<file path="config.mk">
export PLATFORM = sky130hd
export DESIGN_NAME = pipe_stage
export DESIGN_NICKNAME = d
export VERILOG_FILES = /design/src/rtl/pipe_pkg.sv /design/src/rtl/pipe_stall_counter.sv /design/src/rtl/pipe_stage.sv
export SDC_FILE = /design/constraint.sdc
export NUM_CORES = 1
export LEC_CHECK = 0
export BUFFER_PORTS_ARGS = -buffer_cell sky130_fd_sc_hd__buf_2
export CAP_MARGIN = 20
export CORE_UTILIZATION = 48
export CTS_BUF_LIST = sky130_fd_sc_hd__clkbuf_8
export CTS_CLUSTER_DIAMETER = 120
export DETAILED_ROUTE_END_ITERATION = 12
export GPL_TIMING_DRIVEN = 1
export PLACE_DENSITY = 0.86
export REMOVE_ABC_BUFFERS = 1
export SLEW_MARGIN = 30
export SYNTH_ARGS = -nofsm -noshare
export SYNTH_HDL_FRONTEND = slang
export SYNTH_SLANG_ARGS = --single-unit
export TNS_END_PERCENT = 20
</file>
<file path="constraint.sdc">
create_clock -name clk_i -period 1.7 [get_ports clk_i]
set_input_delay 0 -clock clk_i [delete_from_list [all_inputs] [get_ports clk_i]]
set_output_delay 0 -clock clk_i [all_outputs]
set_load 0.03 [all_outputs]
</file>
<file path="src/rtl/pipe_pkg.sv">
// Shared types and defaults for the pipe_stage skid-buffered register slice.
package pipe_pkg;

  typedef enum logic [1:0] {
    EMPTY = 2'd0,
    ONE   = 2'd1,
    TWO   = 2'd2
  } pipe_state_e;

  localparam int CNT_WIDTH_DEFAULT = 32;

endpackage

</file>
<file path="src/rtl/pipe_stall_counter.sv">
// Saturating event counter used for downstream stall statistics.
module pipe_stall_counter #(
  parameter int CNT_WIDTH = 32
) (
  input  logic                 clk_i,
  input  logic                 reset_ni,
  input  logic                 inc_i,
  output logic [CNT_WIDTH-1:0] cnt_o
);

  always_ff @(posedge clk_i or negedge reset_ni) begin
    if (!reset_ni) begin
      cnt_o <= '0;
    end else if (inc_i && (cnt_o != '1)) begin
      cnt_o <= cnt_o + CNT_WIDTH'(1);
    end
  end

endmodule

</file>
<file path="src/rtl/pipe_stage.sv">
// Two-entry skid-buffered pipeline register with registered ready/valid.
// Define PIPE_STAGE_PERF_EN to add the stall_cnt_o stall-cycle counter.
module pipe_stage
  import pipe_pkg::*;
#(
  parameter int               WIDTH         = 32,
  parameter logic [WIDTH-1:0] INITIAL_VALUE = '0,
  parameter int               CNT_WIDTH     = CNT_WIDTH_DEFAULT
) (
  input  logic                 clk_i,
  input  logic                 reset_ni,
  input  logic                 flush_i,
  input  logic                 valid_i,
  input  logic [WIDTH-1:0]     value_i,
  output logic                 ready_o,
  output logic                 valid_o,
  output logic [WIDTH-1:0]     value_o,
  input  logic                 ready_i
`ifdef PIPE_STAGE_PERF_EN
  ,
  output logic [CNT_WIDTH-1:0] stall_cnt_o
`endif
);

  pipe_state_e      state_q;
  logic [WIDTH-1:0] main_q, skid_q;
  logic             accept, transfer;

  assign accept   = valid_i && ready_o;
  assign transfer = valid_o && ready_i;
  assign value_o  = main_q;

  // ready_o/valid_o are kept as flops alongside state so neither depends on ready_i.
  always_ff @(posedge clk_i or negedge reset_ni) begin
    if (!reset_ni) begin
      state_q <= EMPTY;
      main_q  <= INITIAL_VALUE;
      skid_q  <= INITIAL_VALUE;
      valid_o <= 1'b0;
      ready_o <= 1'b1;
    end else if (flush_i) begin
      state_q <= EMPTY;
      valid_o <= 1'b0;
      ready_o <= 1'b1;
    end else begin
      unique case (state_q)
        EMPTY: begin
          if (accept) begin
            main_q  <= value_i;
            state_q <= ONE;
            valid_o <= 1'b1;
          end
        end
        ONE: begin
          if (accept && transfer) begin
            main_q <= value_i;
          end else if (accept) begin
            skid_q  <= value_i;
            state_q <= TWO;
            ready_o <= 1'b0;
          end else if (transfer) begin
            state_q <= EMPTY;
            valid_o <= 1'b0;
          end
        end
        TWO: begin
          if (transfer) begin
            main_q  <= skid_q;
            state_q <= ONE;
            ready_o <= 1'b1;
          end
        end
        default: begin
          state_q <= EMPTY;
          valid_o <= 1'b0;
          ready_o <= 1'b1;
        end
      endcase
    end
  end

`ifdef PIPE_STAGE_PERF_EN
  pipe_stall_counter #(
    .CNT_WIDTH(CNT_WIDTH)
  ) u_stall_cnt (
    .clk_i   (clk_i),
    .reset_ni(reset_ni),
    .inc_i   (valid_o && !ready_i),
    .cnt_o   (stall_cnt_o)
  );
`else
  logic [CNT_WIDTH-1:0] unused_cnt;
  assign unused_cnt = '0;
`endif

endmodule
</file>
==> flow_metrics.py <==
metrics = {
    "sta": {
        "tns_ns": -1.33,
        "fin_skew_ns": 0.00562,
        "hold_violations": 0,
        "drv_slew": 0,
        "tightest_slew_ns": 0.369,
        "max_freq_ghz": 0.569,
        "fin_crit_sh": 1.03,
        "setup_viol": 32,
        "slew_headroom": 0.754,
        "setup_ws_ns": -0.0588,
        "rsz0062_at_grt": "true",
        "period_needed_ns": 1.76,
    },
    "clock_network": {
        "htreeDepth": 3,
        "clock-sinks": 68,
        "cts_tree": "built",
        "numCtsBuffers": 9,
        "insertion_delay_ns": 0.34,
        "root_buffer": "clkbuf_8",
        "clk_pin_slew_worst_paths_ns": 0.07,
        "clock_path_buffers": 2,
    },
    "critical_path": {
        "end_kind": "register",
        "crit_path_top_delay_cell": "dfrtp_1",
        "max_stage_delay_ns": 0.42,
        "crit_chain": "buf_6, a21boi_4, o32ai_4, buf_6, buf_12, mux2_4",
        "crit_family": "buffers and inverters",
        "worstSetupPathType": "reg2reg",
        "cp_common_cell": "buf_6",
        "required_ns": 1.93,
        "worstPathArrival_ns": 1.99,
        "cp-start-kind": "register",
        "cp_num_buf_inv": 3,
        "cp_max_fo": 6,
    },
    "routing": {
        "drt_wl_total_um": 7420,
        "drc": 0,
        "drtIter0Drc": 142,
        "ant_nets": 0,
        "dr.pass1.iters": 4,
        "wl_per_cell_um": 18.2,
        "via_per_inst": 5.27,
        "route.vias.total": 2156,
    },
    "layout": {
        "antenna_cells": 0,
        "final_nets": 364,
        "finish.instance_area_um2": 4550,
        "fin_cells": 409,
        "area_delta_synth_final_pct": 42.2,
        "drive_gt1_frac": 0.642,
    },
    "floorplanning": {
        "num_rows": 29,
        "ioPinCount": 71,
        "core_area_um2": 6390,
        "die_x_um": 83.7,
        "dieArea_um2": 7000,
        "initial_core_util": 0.501,
        "die_h_um": 83.7,
    },
    "global_routing": {
        "top_usage_layer": "met2",
        "track_usage": 0.225,
        "gr-usage-met1": 0.282,
        "grtUsageMet3": 0.0504,
        "first_global_vias": 2356,
        "grt_max_degree": 69,
        "grt.met2_usage": 0.384,
        "grt_pass1_wl_um": 12000,
        "grt-ovfl-total": 0,
        "antenna_found_initial": 0,
    },
    "power": {
        "p_sw_frac": 0.342,
        "switchingPower_mw": 2.51,
        "ir_drop_mv": 1.13,
        "internal_power_mw": 4.83,
        "cellLeakagePower_nw": 2.21,
        "seq_power_share": 0.385,
        "pwr-share-comb": 0.417,
        "p_clk_frac": 0.198,
        "power_density_nw_per_um2": 1610,
    },
    "placement": {
        "placed_cell_area_um2": 3690,
        "gp_congestion": 0.792,
        "dp_hpwl_um": 3990,
        "preCtsSetupSlack_ns": -0.109,
        "numPortBuffers": 70,
        "dp_cells": 350,
    },
    "yosys": {
        "yosysMostFrequentCell": "dfrtp_1",
        "netlist_top_cells_count": "67 x dfrtp_1, 65 x mux2_2, 30 x mux2_4",
        "synth-main-ff-cell": "dfrtp_1",
        "synthesis.area_um2": 3200,
        "synth_area_leaders": "dfrtp_1 52%, mux2_2 23%, mux2_4 14%",
        "seq_area_frac_synth": 0.532,
        "avgSynthCellArea_um2": 16.0,
        "synthCells": 200,
        "yosys.area.top_type": "dfrtp_1",
        "async_reset_ff_frac": 1.00,
        "synth-seq-cells": 68,
        "synth_edf_count": 0,
        "synth.distinct_cells": 28,
        "synth_top_area_frac": 0.524,
        "ys_warn_count": 0,
    },
    "outcome": {
        "status": "finished, violations left",
        "violations": "negative setup slack",
    },
    "hold_path": {
        "hp-class": "in2reg",
    },
    "run": {
        "max-cap-violations": 0,
    },
}
power groups by stage:
stage / logic [mW] / registers [mW] / clock network, mW
floorplan: 1.13 / 3.49 / 0
global placement: 2.56 / 2.75 / 0
detailed placement: 2.63 / 2.79 / 0
CTS: 3.04 / 2.80 / 1.47
global route: 3.23 / 2.90 / 1.54
finish: 3.06 / 2.83 / 1.45
worst paths after layout:
| kind | startpoint | to | slack, ns | depth (start not counted) |
|---|---|---|---|---|
| max | state_q[0] | value_o[28] | -0.06 | 6 |
| min | valid_i | ready_o | 0.02 | 3 |
| max reg2reg | state_q[0] | value_o[28] | -0.06 | 6 |
| min reg2reg | value_o[30] | value_o[30] | 0.51 | 1 |
| max in group asynchronous | reset_ni | ready_o | 1.16 | 3 |
| min in group asynchronous | reset_ni | value_o[30] | 0.19 | 3 |
flip-flops by register name, summed over array words and instances, names as in the netlist:
register / flops
ready_o: 1
value_o: 32
state_q: 2
valid_o: 1
skid_q: 32
worst reg2reg max path, cell delays in order (launching register included):
cell,delay (ns)
dfrtp_1,0.42
buf_6,0.15
a21boi_4,0.15
o32ai_4,0.30
buf_6,0.18
buf_12,0.14
mux2_4,0.31
what timing repair did:
action	4_1_cts	5_1_grt
cloned	3	1
endpoints found under the hold margin	104	0
setup buffers	4	2
pin swaps	2	1
gates resized for setup	46	3
hold buffers	35	0
setup endpoints to repair	64	33
stage by stage:
stage          hold WS (ns)  utilization  power [mW]
2_1_floorplan        -0.296            -        4.62
3_3_place_gp         0.0483        0.578        5.31
3_5_place_dp         0.0486        0.578        5.42
4_1_cts             0.00486        0.711        7.31
5_1_grt              0.0175        0.713        7.67
6_report             0.0197        0.713        7.34
layout by cell type (no fill, tap or decap), types with 2 or more instances in the layout:
cell type,n
dfrtp_1,67
a211oi_1,2
buf_4,8
mux2_4,62
buf_6,6
dlygate4sd3_1,35
mux2_2,34
buf_2,70
buf_12,5
buf_16,2
a21oi_1,3
nor2_1,3
clkbuf_8,13
logic make-up after synthesis:
logic type             Yosys count  synth area share
AO/OA/AOI/OAI                   12            0.0324
flip-flops                      68             0.532
buffers and inverters           12            0.0399
multiplexers                    96             0.373
AND/OR/NAND/NOR                 12            0.0231
routing by layer:
| metal | routed length (um) | share of wire |
|---|---|---|
| met1 | 3330 | 0.45 |
| met4 | 136 | 0.018 |
| met3 | 277 | 0.037 |
| met2 | 3680 | 0.50 |
| met5 | 0 | 0 |
cell type report:
type / instances / area [um2]
multi-input cells: 120 / 1520
flip-flops and latches: 68 / 1700
well taps: 77 / 96.3
inverters: 1 / 3.75
fillers: 422 / 1830
clock buffers: 13 / 179
clock inverters: 3 / 42.5
repair buffers: 127 / 1010
Note: power is estimated with default switching activity, not from simulation.
